==> src/rtl/rs_cdb_listener_if.sv <==
`default_nettype none
// ============================================================================
//  Module      : rs_cdb_listener_if
//  Description : Dispatch, CDB snoop and FU issue signals of the reservation
//                station, with master (pipeline side) and slave (RS) modports.
//  Revision    : 1.0  initial release
// ============================================================================
interface rs_cdb_listener_if #(
  parameter int DEPTH  = 4,
  parameter int TAG_W  = 4,
  parameter int DATA_W = 32,
  parameter int OP_W   = 4
);
  localparam int c_cnt_w = $clog2(DEPTH + 1);

  typedef struct packed {
    logic              cdb_valid;
    logic [TAG_W-1:0]  cdb_rob_tag;
    logic [DATA_W-1:0] cdb_data;
    logic [DATA_W-1:0] cdb_store_data;
  } cdb_packed_s;

  logic               flush_i;
  logic               dispatch_valid_i;
  logic               dispatch_ready_o;
  logic [OP_W-1:0]    dispatch_op_i;
  logic [TAG_W-1:0]   dispatch_rob_tag_i;
  logic               dispatch_src1_rdy_i;
  logic [TAG_W-1:0]   dispatch_src1_tag_i;
  logic [DATA_W-1:0]  dispatch_src1_data_i;
  logic               dispatch_src2_rdy_i;
  logic [TAG_W-1:0]   dispatch_src2_tag_i;
  logic [DATA_W-1:0]  dispatch_src2_data_i;
  cdb_packed_s        cdb_i;
  logic               issue_valid_o;
  logic               issue_yumi_i;
  logic [OP_W-1:0]    issue_op_o;
  logic [TAG_W-1:0]   issue_rob_tag_o;
  logic [DATA_W-1:0]  issue_src1_o;
  logic [DATA_W-1:0]  issue_src2_o;
  logic [c_cnt_w-1:0] count_o;

  modport master (
    output flush_i, dispatch_valid_i, dispatch_op_i, dispatch_rob_tag_i,
           dispatch_src1_rdy_i, dispatch_src1_tag_i, dispatch_src1_data_i,
           dispatch_src2_rdy_i, dispatch_src2_tag_i, dispatch_src2_data_i,
           cdb_i, issue_yumi_i,
    input  dispatch_ready_o, issue_valid_o, issue_op_o, issue_rob_tag_o,
           issue_src1_o, issue_src2_o, count_o
  );

  modport slave (
    input  flush_i, dispatch_valid_i, dispatch_op_i, dispatch_rob_tag_i,
           dispatch_src1_rdy_i, dispatch_src1_tag_i, dispatch_src1_data_i,
           dispatch_src2_rdy_i, dispatch_src2_tag_i, dispatch_src2_data_i,
           cdb_i, issue_yumi_i,
    output dispatch_ready_o, issue_valid_o, issue_op_o, issue_rob_tag_o,
           issue_src1_o, issue_src2_o, count_o
  );
endinterface
`default_nettype wire

==> src/rtl/rs_cdb_listener.sv <==
`default_nettype none
// ============================================================================
//  Module      : rs_cdb_listener
//  Description : Reservation station snooping the CDB for operand wakeup and
//                issuing the oldest fully-ready entry with valid/yumi.
//  Revision    : 1.0  initial release
// ============================================================================
module rs_cdb_listener #(
  parameter int DEPTH  = 4,
  parameter int TAG_W  = 4,
  parameter int DATA_W = 32,
  parameter int OP_W   = 4
) (
  input  wire logic         clk_i,
  input  wire logic         reset_i,
  rs_cdb_listener_if.slave  bus
);
  localparam int c_cnt_w = $clog2(DEPTH + 1);
  localparam int c_idx_w = $clog2(DEPTH);
  localparam logic [c_cnt_w-1:0] c_depth = c_cnt_w'(DEPTH);

  logic [DEPTH-1:0]  r_valid;
  logic [DEPTH-1:0]  r_s1_rdy;
  logic [DEPTH-1:0]  r_s2_rdy;
  logic [OP_W-1:0]   r_op      [DEPTH];
  logic [TAG_W-1:0]  r_rob_tag [DEPTH];
  logic [TAG_W-1:0]  r_s1_tag  [DEPTH];
  logic [TAG_W-1:0]  r_s2_tag  [DEPTH];
  logic [DATA_W-1:0] r_s1_data [DEPTH];
  logic [DATA_W-1:0] r_s2_data [DEPTH];
  // r_older[i][j] = 1 when entry i was dispatched before entry j
  logic [DEPTH-1:0]  r_older   [DEPTH];

  logic [DEPTH-1:0]   w_ready_ent;
  logic [DEPTH-1:0]   w_sel;
  logic [DEPTH-1:0]   w_valid_nxt;
  logic [c_cnt_w-1:0] w_count;
  logic [c_idx_w-1:0] w_free_idx;
  logic [OP_W-1:0]    w_issue_op;
  logic [TAG_W-1:0]   w_issue_tag;
  logic [DATA_W-1:0]  w_issue_s1;
  logic [DATA_W-1:0]  w_issue_s2;
  logic               w_disp;
  logic               w_yumi;
  logic               w_issue_valid;
  logic               w_bypass1;
  logic               w_bypass2;
  logic               w_unused_store;

  // Store data travels on the shared CDB but has no consumer here
  assign w_unused_store = ^bus.cdb_i.cdb_store_data;

  // Oldest-ready select, occupancy count, lowest free slot and issue mux
  always_comb begin
    w_ready_ent = r_valid & r_s1_rdy & r_s2_rdy;
    w_sel       = '0;
    w_count     = '0;
    w_free_idx  = '0;
    w_issue_op  = '0;
    w_issue_tag = '0;
    w_issue_s1  = '0;
    w_issue_s2  = '0;
    for (int i = 0; i < DEPTH; i++) begin
      w_sel[i] = w_ready_ent[i];
      for (int j = 0; j < DEPTH; j++) begin
        if (j != i && w_ready_ent[j] && r_older[j][i]) w_sel[i] = 1'b0;
      end
    end
    for (int i = 0; i < DEPTH; i++) begin
      w_count = w_count + c_cnt_w'(r_valid[i]);
      if (w_sel[i]) begin
        w_issue_op  = w_issue_op  | r_op[i];
        w_issue_tag = w_issue_tag | r_rob_tag[i];
        w_issue_s1  = w_issue_s1  | r_s1_data[i];
        w_issue_s2  = w_issue_s2  | r_s2_data[i];
      end
    end
    for (int i = DEPTH - 1; i >= 0; i--) begin
      if (!r_valid[i]) w_free_idx = c_idx_w'(i);
    end
  end

  assign w_issue_valid = (|w_ready_ent) & ~bus.flush_i;
  assign w_disp        = bus.dispatch_valid_i & (w_count < c_depth) & ~bus.flush_i;
  assign w_yumi        = bus.issue_yumi_i & w_issue_valid;
  assign w_bypass1     = bus.cdb_i.cdb_valid & (bus.dispatch_src1_tag_i == bus.cdb_i.cdb_rob_tag);
  assign w_bypass2     = bus.cdb_i.cdb_valid & (bus.dispatch_src2_tag_i == bus.cdb_i.cdb_rob_tag);

  // Next valid vector: remove the issued entry, add the dispatched one
  always_comb begin
    w_valid_nxt = r_valid;
    if (w_yumi) w_valid_nxt = w_valid_nxt & ~w_sel;
    if (w_disp) w_valid_nxt[w_free_idx] = 1'b1;
  end

  // Entry storage: flush/issue/dispatch bookkeeping, CDB wakeup, age matrix
  always_ff @(posedge clk_i or negedge reset_i) begin
    if (!reset_i) begin
      r_valid  <= '0;
      r_s1_rdy <= '0;
      r_s2_rdy <= '0;
      for (int i = 0; i < DEPTH; i++) begin
        r_op[i]      <= '0;
        r_rob_tag[i] <= '0;
        r_s1_tag[i]  <= '0;
        r_s2_tag[i]  <= '0;
        r_s1_data[i] <= '0;
        r_s2_data[i] <= '0;
        r_older[i]   <= '0;
      end
    end else if (bus.flush_i) begin
      r_valid <= '0;
    end else begin
      r_valid <= w_valid_nxt;
      for (int i = 0; i < DEPTH; i++) begin
        if (bus.cdb_i.cdb_valid && r_valid[i]) begin
          if (!r_s1_rdy[i] && r_s1_tag[i] == bus.cdb_i.cdb_rob_tag) begin
            r_s1_rdy[i]  <= 1'b1;
            r_s1_data[i] <= bus.cdb_i.cdb_data;
          end
          if (!r_s2_rdy[i] && r_s2_tag[i] == bus.cdb_i.cdb_rob_tag) begin
            r_s2_rdy[i]  <= 1'b1;
            r_s2_data[i] <= bus.cdb_i.cdb_data;
          end
        end
      end
      if (w_disp) begin
        r_op[w_free_idx]      <= bus.dispatch_op_i;
        r_rob_tag[w_free_idx] <= bus.dispatch_rob_tag_i;
        r_s1_tag[w_free_idx]  <= bus.dispatch_src1_tag_i;
        r_s2_tag[w_free_idx]  <= bus.dispatch_src2_tag_i;
        // A waiting source whose producer is on the CDB right now is captured here
        r_s1_rdy[w_free_idx]  <= bus.dispatch_src1_rdy_i | w_bypass1;
        r_s2_rdy[w_free_idx]  <= bus.dispatch_src2_rdy_i | w_bypass2;
        r_s1_data[w_free_idx] <= bus.dispatch_src1_rdy_i ? bus.dispatch_src1_data_i
                               : (w_bypass1 ? bus.cdb_i.cdb_data : '0);
        r_s2_data[w_free_idx] <= bus.dispatch_src2_rdy_i ? bus.dispatch_src2_data_i
                               : (w_bypass2 ? bus.cdb_i.cdb_data : '0);
        // The new entry is younger than every currently valid entry
        r_older[w_free_idx] <= '0;
        for (int j = 0; j < DEPTH; j++) begin
          r_older[j][w_free_idx] <= r_valid[j];
        end
      end
    end
  end

  assign bus.dispatch_ready_o = (w_count < c_depth);
  assign bus.issue_valid_o    = w_issue_valid;
  assign bus.issue_op_o       = w_issue_op;
  assign bus.issue_rob_tag_o  = w_issue_tag;
  assign bus.issue_src1_o     = w_issue_s1;
  assign bus.issue_src2_o     = w_issue_s2;
  assign bus.count_o          = w_count;

endmodule
`default_nettype wire

==> src/flat_wrapper.sv <==
// flat-port wrapper written by rule: the top's interface ports become plain ports
module rs_cdb_listener_flat 
#(
  parameter int DEPTH  = 4,
  parameter int TAG_W  = 4,
  parameter int DATA_W = 32,
  parameter int OP_W   = 4
)
  (clk_i, reset_i, bus_flush_i, bus_dispatch_valid_i, bus_dispatch_op_i, bus_dispatch_rob_tag_i, bus_dispatch_src1_rdy_i, bus_dispatch_src1_tag_i, bus_dispatch_src1_data_i, bus_dispatch_src2_rdy_i, bus_dispatch_src2_tag_i, bus_dispatch_src2_data_i, bus_cdb_i, bus_issue_yumi_i, bus_dispatch_ready_o, bus_issue_valid_o, bus_issue_op_o, bus_issue_rob_tag_o, bus_issue_src1_o, bus_issue_src2_o, bus_count_o);
  rs_cdb_listener_if #(.DEPTH(DEPTH), .TAG_W(TAG_W), .DATA_W(DATA_W), .OP_W(OP_W)) bus_i ();
  input  wire logic clk_i;
  input  wire logic reset_i;
  input wire logic [$bits(bus_i.flush_i)-1:0] bus_flush_i;
  input wire logic [$bits(bus_i.dispatch_valid_i)-1:0] bus_dispatch_valid_i;
  input wire logic [$bits(bus_i.dispatch_op_i)-1:0] bus_dispatch_op_i;
  input wire logic [$bits(bus_i.dispatch_rob_tag_i)-1:0] bus_dispatch_rob_tag_i;
  input wire logic [$bits(bus_i.dispatch_src1_rdy_i)-1:0] bus_dispatch_src1_rdy_i;
  input wire logic [$bits(bus_i.dispatch_src1_tag_i)-1:0] bus_dispatch_src1_tag_i;
  input wire logic [$bits(bus_i.dispatch_src1_data_i)-1:0] bus_dispatch_src1_data_i;
  input wire logic [$bits(bus_i.dispatch_src2_rdy_i)-1:0] bus_dispatch_src2_rdy_i;
  input wire logic [$bits(bus_i.dispatch_src2_tag_i)-1:0] bus_dispatch_src2_tag_i;
  input wire logic [$bits(bus_i.dispatch_src2_data_i)-1:0] bus_dispatch_src2_data_i;
  input wire logic [$bits(bus_i.cdb_i)-1:0] bus_cdb_i;
  input wire logic [$bits(bus_i.issue_yumi_i)-1:0] bus_issue_yumi_i;
  output wire logic [$bits(bus_i.dispatch_ready_o)-1:0] bus_dispatch_ready_o;
  output wire logic [$bits(bus_i.issue_valid_o)-1:0] bus_issue_valid_o;
  output wire logic [$bits(bus_i.issue_op_o)-1:0] bus_issue_op_o;
  output wire logic [$bits(bus_i.issue_rob_tag_o)-1:0] bus_issue_rob_tag_o;
  output wire logic [$bits(bus_i.issue_src1_o)-1:0] bus_issue_src1_o;
  output wire logic [$bits(bus_i.issue_src2_o)-1:0] bus_issue_src2_o;
  output wire logic [$bits(bus_i.count_o)-1:0] bus_count_o;
  assign bus_i.flush_i = bus_flush_i;
  assign bus_i.dispatch_valid_i = bus_dispatch_valid_i;
  assign bus_i.dispatch_op_i = bus_dispatch_op_i;
  assign bus_i.dispatch_rob_tag_i = bus_dispatch_rob_tag_i;
  assign bus_i.dispatch_src1_rdy_i = bus_dispatch_src1_rdy_i;
  assign bus_i.dispatch_src1_tag_i = bus_dispatch_src1_tag_i;
  assign bus_i.dispatch_src1_data_i = bus_dispatch_src1_data_i;
  assign bus_i.dispatch_src2_rdy_i = bus_dispatch_src2_rdy_i;
  assign bus_i.dispatch_src2_tag_i = bus_dispatch_src2_tag_i;
  assign bus_i.dispatch_src2_data_i = bus_dispatch_src2_data_i;
  assign bus_i.cdb_i = bus_cdb_i;
  assign bus_i.issue_yumi_i = bus_issue_yumi_i;
  assign bus_dispatch_ready_o = bus_i.dispatch_ready_o;
  assign bus_issue_valid_o = bus_i.issue_valid_o;
  assign bus_issue_op_o = bus_i.issue_op_o;
  assign bus_issue_rob_tag_o = bus_i.issue_rob_tag_o;
  assign bus_issue_src1_o = bus_i.issue_src1_o;
  assign bus_issue_src2_o = bus_i.issue_src2_o;
  assign bus_count_o = bus_i.count_o;
  rs_cdb_listener #(.DEPTH(DEPTH), .TAG_W(TAG_W), .DATA_W(DATA_W), .OP_W(OP_W)) u_core (.clk_i(clk_i), .reset_i(reset_i), .bus(bus_i));
endmodule
==> config.mk <==
export PLATFORM = sky130hd
export DESIGN_NAME = rs_cdb_listener_flat
export DESIGN_NICKNAME = d
export VERILOG_FILES = /design/src/rtl/rs_cdb_listener_if.sv /design/src/rtl/rs_cdb_listener.sv /design/src/flat_wrapper.sv
export SDC_FILE = /design/constraint.sdc
export NUM_CORES = 1
export LEC_CHECK = 0
export CAP_MARGIN = 20
export CELL_PAD_IN_SITES_DETAIL_PLACEMENT = 0
export CELL_PAD_IN_SITES_GLOBAL_PLACEMENT = 1
export CORE_MARGIN = 2
export CORE_UTILIZATION = 39
export DETAILED_ROUTE_END_ITERATION = 16
export GPL_ROUTABILITY_DRIVEN = 0
export GPL_TIMING_DRIVEN = 0
export PLACE_DENSITY = 0.76
export SLEW_MARGIN = 0
export SYNTH_ARGS = -nofsm -noshare
export SYNTH_HDL_FRONTEND = slang
export SYNTH_SLANG_ARGS = --single-unit
==> constraint.sdc <==
create_clock -name clk_i -period 2.7 [get_ports clk_i]
set_clock_uncertainty 0.15 [all_clocks]
set_input_delay 0.27 -clock clk_i [delete_from_list [all_inputs] [get_ports clk_i]]
set_output_delay 0.27 -clock clk_i [all_outputs]
set_load 0.05 [all_outputs]
# Word-level counts from Yosys, hierarchy flattened

Index checks and enable logic that the tools add are counted.
Widths: inputs -> output; s select.

Output and inout port bits: 77
Register bits: 348
Input port bits: 156

Eq/ne operators: 10
Add/subtract/negate cells: 3
Mux-type cells: 109
Magnitude comparators: 5
Reductions and logical operators: 36
Bitwise logic cells: 29

Operator list:

| operator           | count |
|---|---|
| $mux 32            | 37 |
| $bwmux 128         | 2 |
| $mux 128           | 2 |
| $or 32x32->32      | 6 |
| $bwmux 16          | 4 |
| $demux 32 s2       | 1 |
| $mux 4             | 14 |
| $eq 4x4->1         | 10 |
| $mux 1             | 37 |
| $or 4x4->4         | 7 |
| $logic_and 1x1->1  | 26 |
| $bwmux 4           | 6 |
| $and 16x16->16     | 1 |
| $not 16->16        | 1 |
| $and 4x4->4        | 3 |
| $demux 4 s2        | 1 |
| $logic_not 1->1    | 8 |
| $mux 2             | 4 |
| $add 3x1->3        | 2 |
| $and 1x1->1        | 6 |
| $not 4->4          | 1 |
| $reduce_or 4->1    | 1 |
| $ge 3x3->1 const B | 1 |
| $lt 2x3->1 const B | 1 |
| 9 further kinds    | 10 |

# Logic depth before layout (Yosys ltp)

Depth in word-level cells: 13
Gate-level depth with buffers: 11
Depth with buffers taken out: 8

# Worst setup path before layout

OpenSTA, ideal clock, no wires.

Path type: reg2reg
Start point: reg u_core.r_valid[0]
End point: reg u_core.r_s1_tag[0] (netlist bit)
Setup time: 117 ps
Setup slack: -465 ps
Path buffers: 2
Arrival: 2897 ps
Stages on the path, launching flop included: 11
Clock period less this slack: 3165 ps
Cell sequence: dfrtp_1 ha_1 fa_1 ha_1 nand4bb_1 nor3b_2 nand2_1 buf_1 clkbuf_1 nand2_1 nand2_1

Cells in the longest elaborated chain, start to end: 7
Elaborated cells between the ends (all ways): 15
Classes of those cells: 3 x add/sub; 3 x order compare; 4 x mux; 3 x bitwise; 2 x reduce/logical

RTL lines:

| element                        | line                   | source |
|---|---|---|
| start: declaration             | rs_cdb_listener.sv:22  | `logic [DEPTH-1:0] r_valid;` |
| start signal: assignment       | rs_cdb_listener.sv:114 | `r_valid <= w_valid_nxt;` |
| $add 1x1->2                    | rs_cdb_listener.sv:70  | `w_count = w_count + c_cnt_w'(r_valid[i]);` |
| $add 3x1->3 (2 in series)      | rs_cdb_listener.sv:70  |  |
| named net bus_count_o[2]       | flat_wrapper.sv:31     | `output wire logic [$bits(bus_i.count_o)-1:0] bus_count_o;` |
| $lt 3x3->1                     | rs_cdb_listener.sv:84  | `assign w_disp = bus.dispatch_valid_i & (w_count < c_depth) & ~bus.flush_i;` |
| $and 1x1->1 (2 in series)      | rs_cdb_listener.sv:84  |  |
| $reduce_and 2->1 (no line)     | n/a                    |  |
| end signal: indexed assignment | rs_cdb_listener.sv:130 | `r_s1_tag[w_free_idx] <= bus.dispatch_src1_tag_i;` |
| end: declaration               | rs_cdb_listener.sv:27  | `logic [TAG_W-1:0] r_s1_tag [DEPTH];` |

The timed path passes the listed nets, and every way through them passes these cells.
A chain may end at the register's enable or synchronous reset.

# Worst setup path after layout

Start point: reg u_core.r_valid[0]
End point: out bus_issue_src1_o[0]

Cells in the longest elaborated chain, start to end: 12
Elaborated cells between the ends (all ways): 24
Classes of those cells: 16 x mux; 5 x bitwise; 3 x reduce/logical

RTL lines:

| element                     | line                  | source |
|---|---|---|
| $and 4x4->4 * (2 in series) | rs_cdb_listener.sv:55 | `w_ready_ent = r_valid & r_s1_rdy & r_s2_rdy;` |
| $mux 1 (3 in series)        | rs_cdb_listener.sv:66 | `if (j != i && w_ready_ent[j] && r_older[j][i]) w_sel[i] = 1'b0;` |
| $mux 32                     | rs_cdb_listener.sv:71 | `if (w_sel[i]) begin` |
| $or 32x32->32               | rs_cdb_listener.sv:74 | `w_issue_s1 = w_issue_s1 \| r_s1_data[i];` |
| $mux 32                     | rs_cdb_listener.sv:71 |  |
| $or 32x32->32               | rs_cdb_listener.sv:74 |  |
| $mux 32                     | rs_cdb_listener.sv:71 |  |
| $or 32x32->32               | rs_cdb_listener.sv:74 |  |
| $mux 32 *                   | rs_cdb_listener.sv:71 |  |
| end: declaration            | flat_wrapper.sv:29    | `output wire logic [$bits(bus_i.issue_src1_o)-1:0] bus_issue_src1_o;` |

Every way passes the cells marked *; elsewhere a longest branch is shown, timed or not.

==> impl_metrics.yaml <==
drt:
  routed_wl_mm: 78.4
  dr.first_iter.drc_count: 2431
  drt_drc_violations_left: 0
  vias: 17700
  ant_nets: 0
  viasPerCell: 6.46
  firstDrtPassIters: 8
  wire_per_inst_um: 28.7
cts:
  cts_tree: "done"
  clk_latency_ns: 0.58
  h-tree-depth: 2
  clkTransAtPathRegs_ns: 0.06
  cts-root-buf: "clkbuf_16"
  clkSinkCount: 344
  clockBufferDepth: 3
  cts_made_buffers: 41
placement:
  post-dp-hpwl_mm: 49.5
  io_buffers: 164
  place_ws_ns: -1.34
  dp.cells: 2553
worst_setup_path:
  worstSetupStartpointType: "register"
  rrSetupSlack_ns: -0.30
  crit_fanout: 10
  arrival_ns: 2.60
  crit_start: "u_core.r_valid[0]"
  endpoint_kind: "output port"
  crit_family: "simple AND/OR/NAND/NOR gates"
  setup.worst_path.end: "bus_issue_src1_o[0]"
  crit_chain: "and3_4 > a222oi_1 > and2_4 > buf_12 > buf_12 > a22oi_1 > nand2_1 > buf_6"
  max_stage_delay_ns: 0.40
  critPathRequiredTime_ns: 2.28
  r2r_end: "u_core.r_s2_data[61]"
  crit_path_frequent_cell: "buf_12"
  r2r_cells: 10
  cp.buffers_inverters: 3
  crit_slowest_cell: "dfrtp_2"
  worst-setup-path-type: "register to output port"
  crit_cells: 8
  rr_startpoint: "u_core.r_valid[0]"
worst_hold_path:
  min-delay-start: "bus_cdb_i[34]"
  hold_class: "input port to register"
yosys:
  ys_types: 64
  syn_area_mm2: 0.0174
  yosys_warnings: 0
  synth_top_area_frac: 0.496
  syn_inst: 1794
  synth.most_common_cell: "nand2_1"
  synth_common_cells: "nand2_1, dfrtp_1, a22oi_1"
  ys_seq_elements: 344
  synth_nets: 1953
  synth-edff-count: 0
  yosysSeqAreaShare: 0.496
  synthFlopType: "dfrtp_1"
  synth_top_area_cell: "dfrtp_1"
  async_reset_ff_frac: 1.00
  netlist_top_cells_area: "dfrtp_1, a22oi_1, nand2_1"
  avgSynthCellArea_um2: 9.68
pwr:
  vdd_drop_max_v: 0.000521
  p_total_mw: 15.7
  powerDensity_mw_per_mm2: 635
  total_leakage_power_nw: 10.9
sta:
  period_share: 1.12
  finalSetupViolCount: 392
  hold_ws_ns: 0.0603
  fin_ws_ns: -0.321
  rsz0062_at_grt: "true"
  slew_headroom: 0.285
  tightest_slew_ns: 1.06
  min_period_ns: 3.02
  maxSlewViolCount: 0
  hold_viol_final: 0
  fmax_mhz: 331
global_route:
  grt_overflow: 0
  grt_max_degree: 119
  grt_use_total: 0.317
  antenna_found_initial: 2
  grt_first_pass_wirelength_mm: 111
  grt_pass1_vias: 17200
final_layout:
  multi_input_comb_area_mm2: 0.00840
  drive_above_1_share: 0.249
  areaGrowthSynthToFinish_pct: 42.1
  fin_nets: 2275
  fillers: 3852
  regArea_mm2: 0.00861
  postLayoutCoreUtil: 0.559
  stdcell_count: 2734
  antenna_cells: 0
floorplan:
  initial_core_util: 0.394
  io_pins: 233
  die_y_um: 215
  die-area_mm2: 0.0462
  row_count: 77
  coreArea_mm2: 0.0441
  die_w_um: 215
status:
  violations: "setup timing"
  outcome: "finished with violations"
flow_run:
  cap_violations: 0
worst register-to-register path: cells and delay by family, from the launching register on:
family / cells / cell delay [ns]
fa+ha+maj: 3 / 0.76
flops: 1 / 0.40
buf+inv: 3 / 0.47
simple gates: 2 / 0.83
compound gates: 2 / 0.33
routing by layer:
layer	part of all wire	global-route usage	vias to the layer above	wire length, µm
met5	0.00038	0	-	30
li1	-	-	7392	-
met3	0.10	0.0824	257	8140
met4	0.055	0.141	4	4290
met2	0.45	0.501	1236	35400
met1	0.39	0.412	8783	30500
flip-flops by register name, summed over array words and instances, names as in the netlist:
register and cells:
u_core.r_s2_tag 16, u_core.r_older 12, u_core.r_s2_data 128, u_core.r_s1_data 128, u_core.r_rob_tag 16, u_core.r_s1_rdy 4
u_core.r_op 16, u_core.r_valid 4, u_core.r_s1_tag 16, u_core.r_s2_rdy 4
power breakdown:
group          leakage [nW]  internal (mW)  total, mW  switching [mW]
clock network         0.676           3.40       5.75            2.34
logic                  5.91           1.44       3.27            1.83
registers              4.32           6.05       6.65           0.594
total                  10.9           10.9       15.7            4.76
what timing repair did:
item	in CTS	in global routing
setup buffers	53	26
endpoints found under the setup margin	416	407
gates cloned	17	26
hold buffers	1	0
pin swaps	63	82
hold endpoints to repair	70	0
resized for setup	886	137
logic make-up (layout without fill, tap and decap cells):
family,after synthesis,after routing,share of synthesized area
buffers and inverters,209,556,0.0523
AOI/OAI and AO/OA,606,606,0.271
adders and majority gates,3,3,0.00259
xor gates and xnor gates,40,40,0.0202
DFF,344,344,0.496
muxes,29,29,0.0168
and+or+nand+nor,563,564,0.141
layout by cell type, fill, tap and decap left out, types with 5 or more instances in the layout:
| cell type | Yosys | layout |
|---|---|---|
| clkbuf_8 | 0 | 32 |
| buf_2 | 51 | 20 |
| nand2_2 | 0 | 16 |
| nand3b_1 | 5 | 5 |
| nor2_1 | 56 | 52 |
| buf_16 | 0 | 11 |
| nand2_1 | 377 | 357 |
| buf_4 | 4 | 61 |
| o22ai_1 | 62 | 60 |
| clkbuf_1 | 138 | 68 |
| mux2i_1 | 28 | 28 |
| nand3_1 | 37 | 35 |
| buf_8 | 0 | 45 |
| xor2_1 | 21 | 21 |
| o221a_2 | 32 | 32 |
| xnor2_1 | 19 | 19 |
| clkdlybuf4s50_1 | 0 | 86 |
| and3_4 | 0 | 7 |
| a22oi_2 | 0 | 37 |
| buf_12 | 0 | 35 |
| clkinv_2 | 0 | 5 |
| clkbuf_2 | 0 | 7 |
| clkbuf_4 | 0 | 12 |
| dfrtp_1 | 344 | 341 |
| a32oi_1 | 31 | 31 |
| o21ai_0 | 18 | 13 |
| o211ai_1 | 30 | 30 |
| a32o_1 | 31 | 31 |
| nor2b_1 | 7 | 5 |
| a22oi_1 | 195 | 158 |
| clkbuf_16 | 0 | 74 |
| and3_1 | 40 | 33 |
| a21oi_1 | 87 | 86 |
| buf_6 | 6 | 87 |
| a221o_1 | 96 | 96 |
| o21ai_1 | 0 | 5 |
how the worst min path moves through the flow:
stage                                 to  slack (ns)  depth (start not counted)
global placement    u_core.r_rob_tag[15]        0.31                          2
global route        u_core.r_s2_data[13]        0.11                          3
floorplan              u_core.r_older[0]       -0.18                          0
detailed placement  u_core.r_s2_data[39]        0.13                          1
finish               u_core.r_s2_data[2]        0.06                          3
CTS                  u_core.r_s2_data[2]        0.03                          3
final cells by class:
class,instances,area share
sequential,344,0.349
multi-input combinational,1242,0.340
timing repair buffer,288,0.145
buffer,195,0.0803
clock buffer,61,0.0512
tap,592,0.0300
clock inverter,8,0.00380
inverter,4,0.000609
per-stage QoR:
stage	instance area, µm²	TNS [ns]
global route	24700	-98.92
floorplan	17500	0
global placement	19900	-5174.67
detailed placement	19900	-261.98
finish	24700	-72.28
CTS	23500	-53.71
Note: power is estimated with default switching activity, not from simulation.
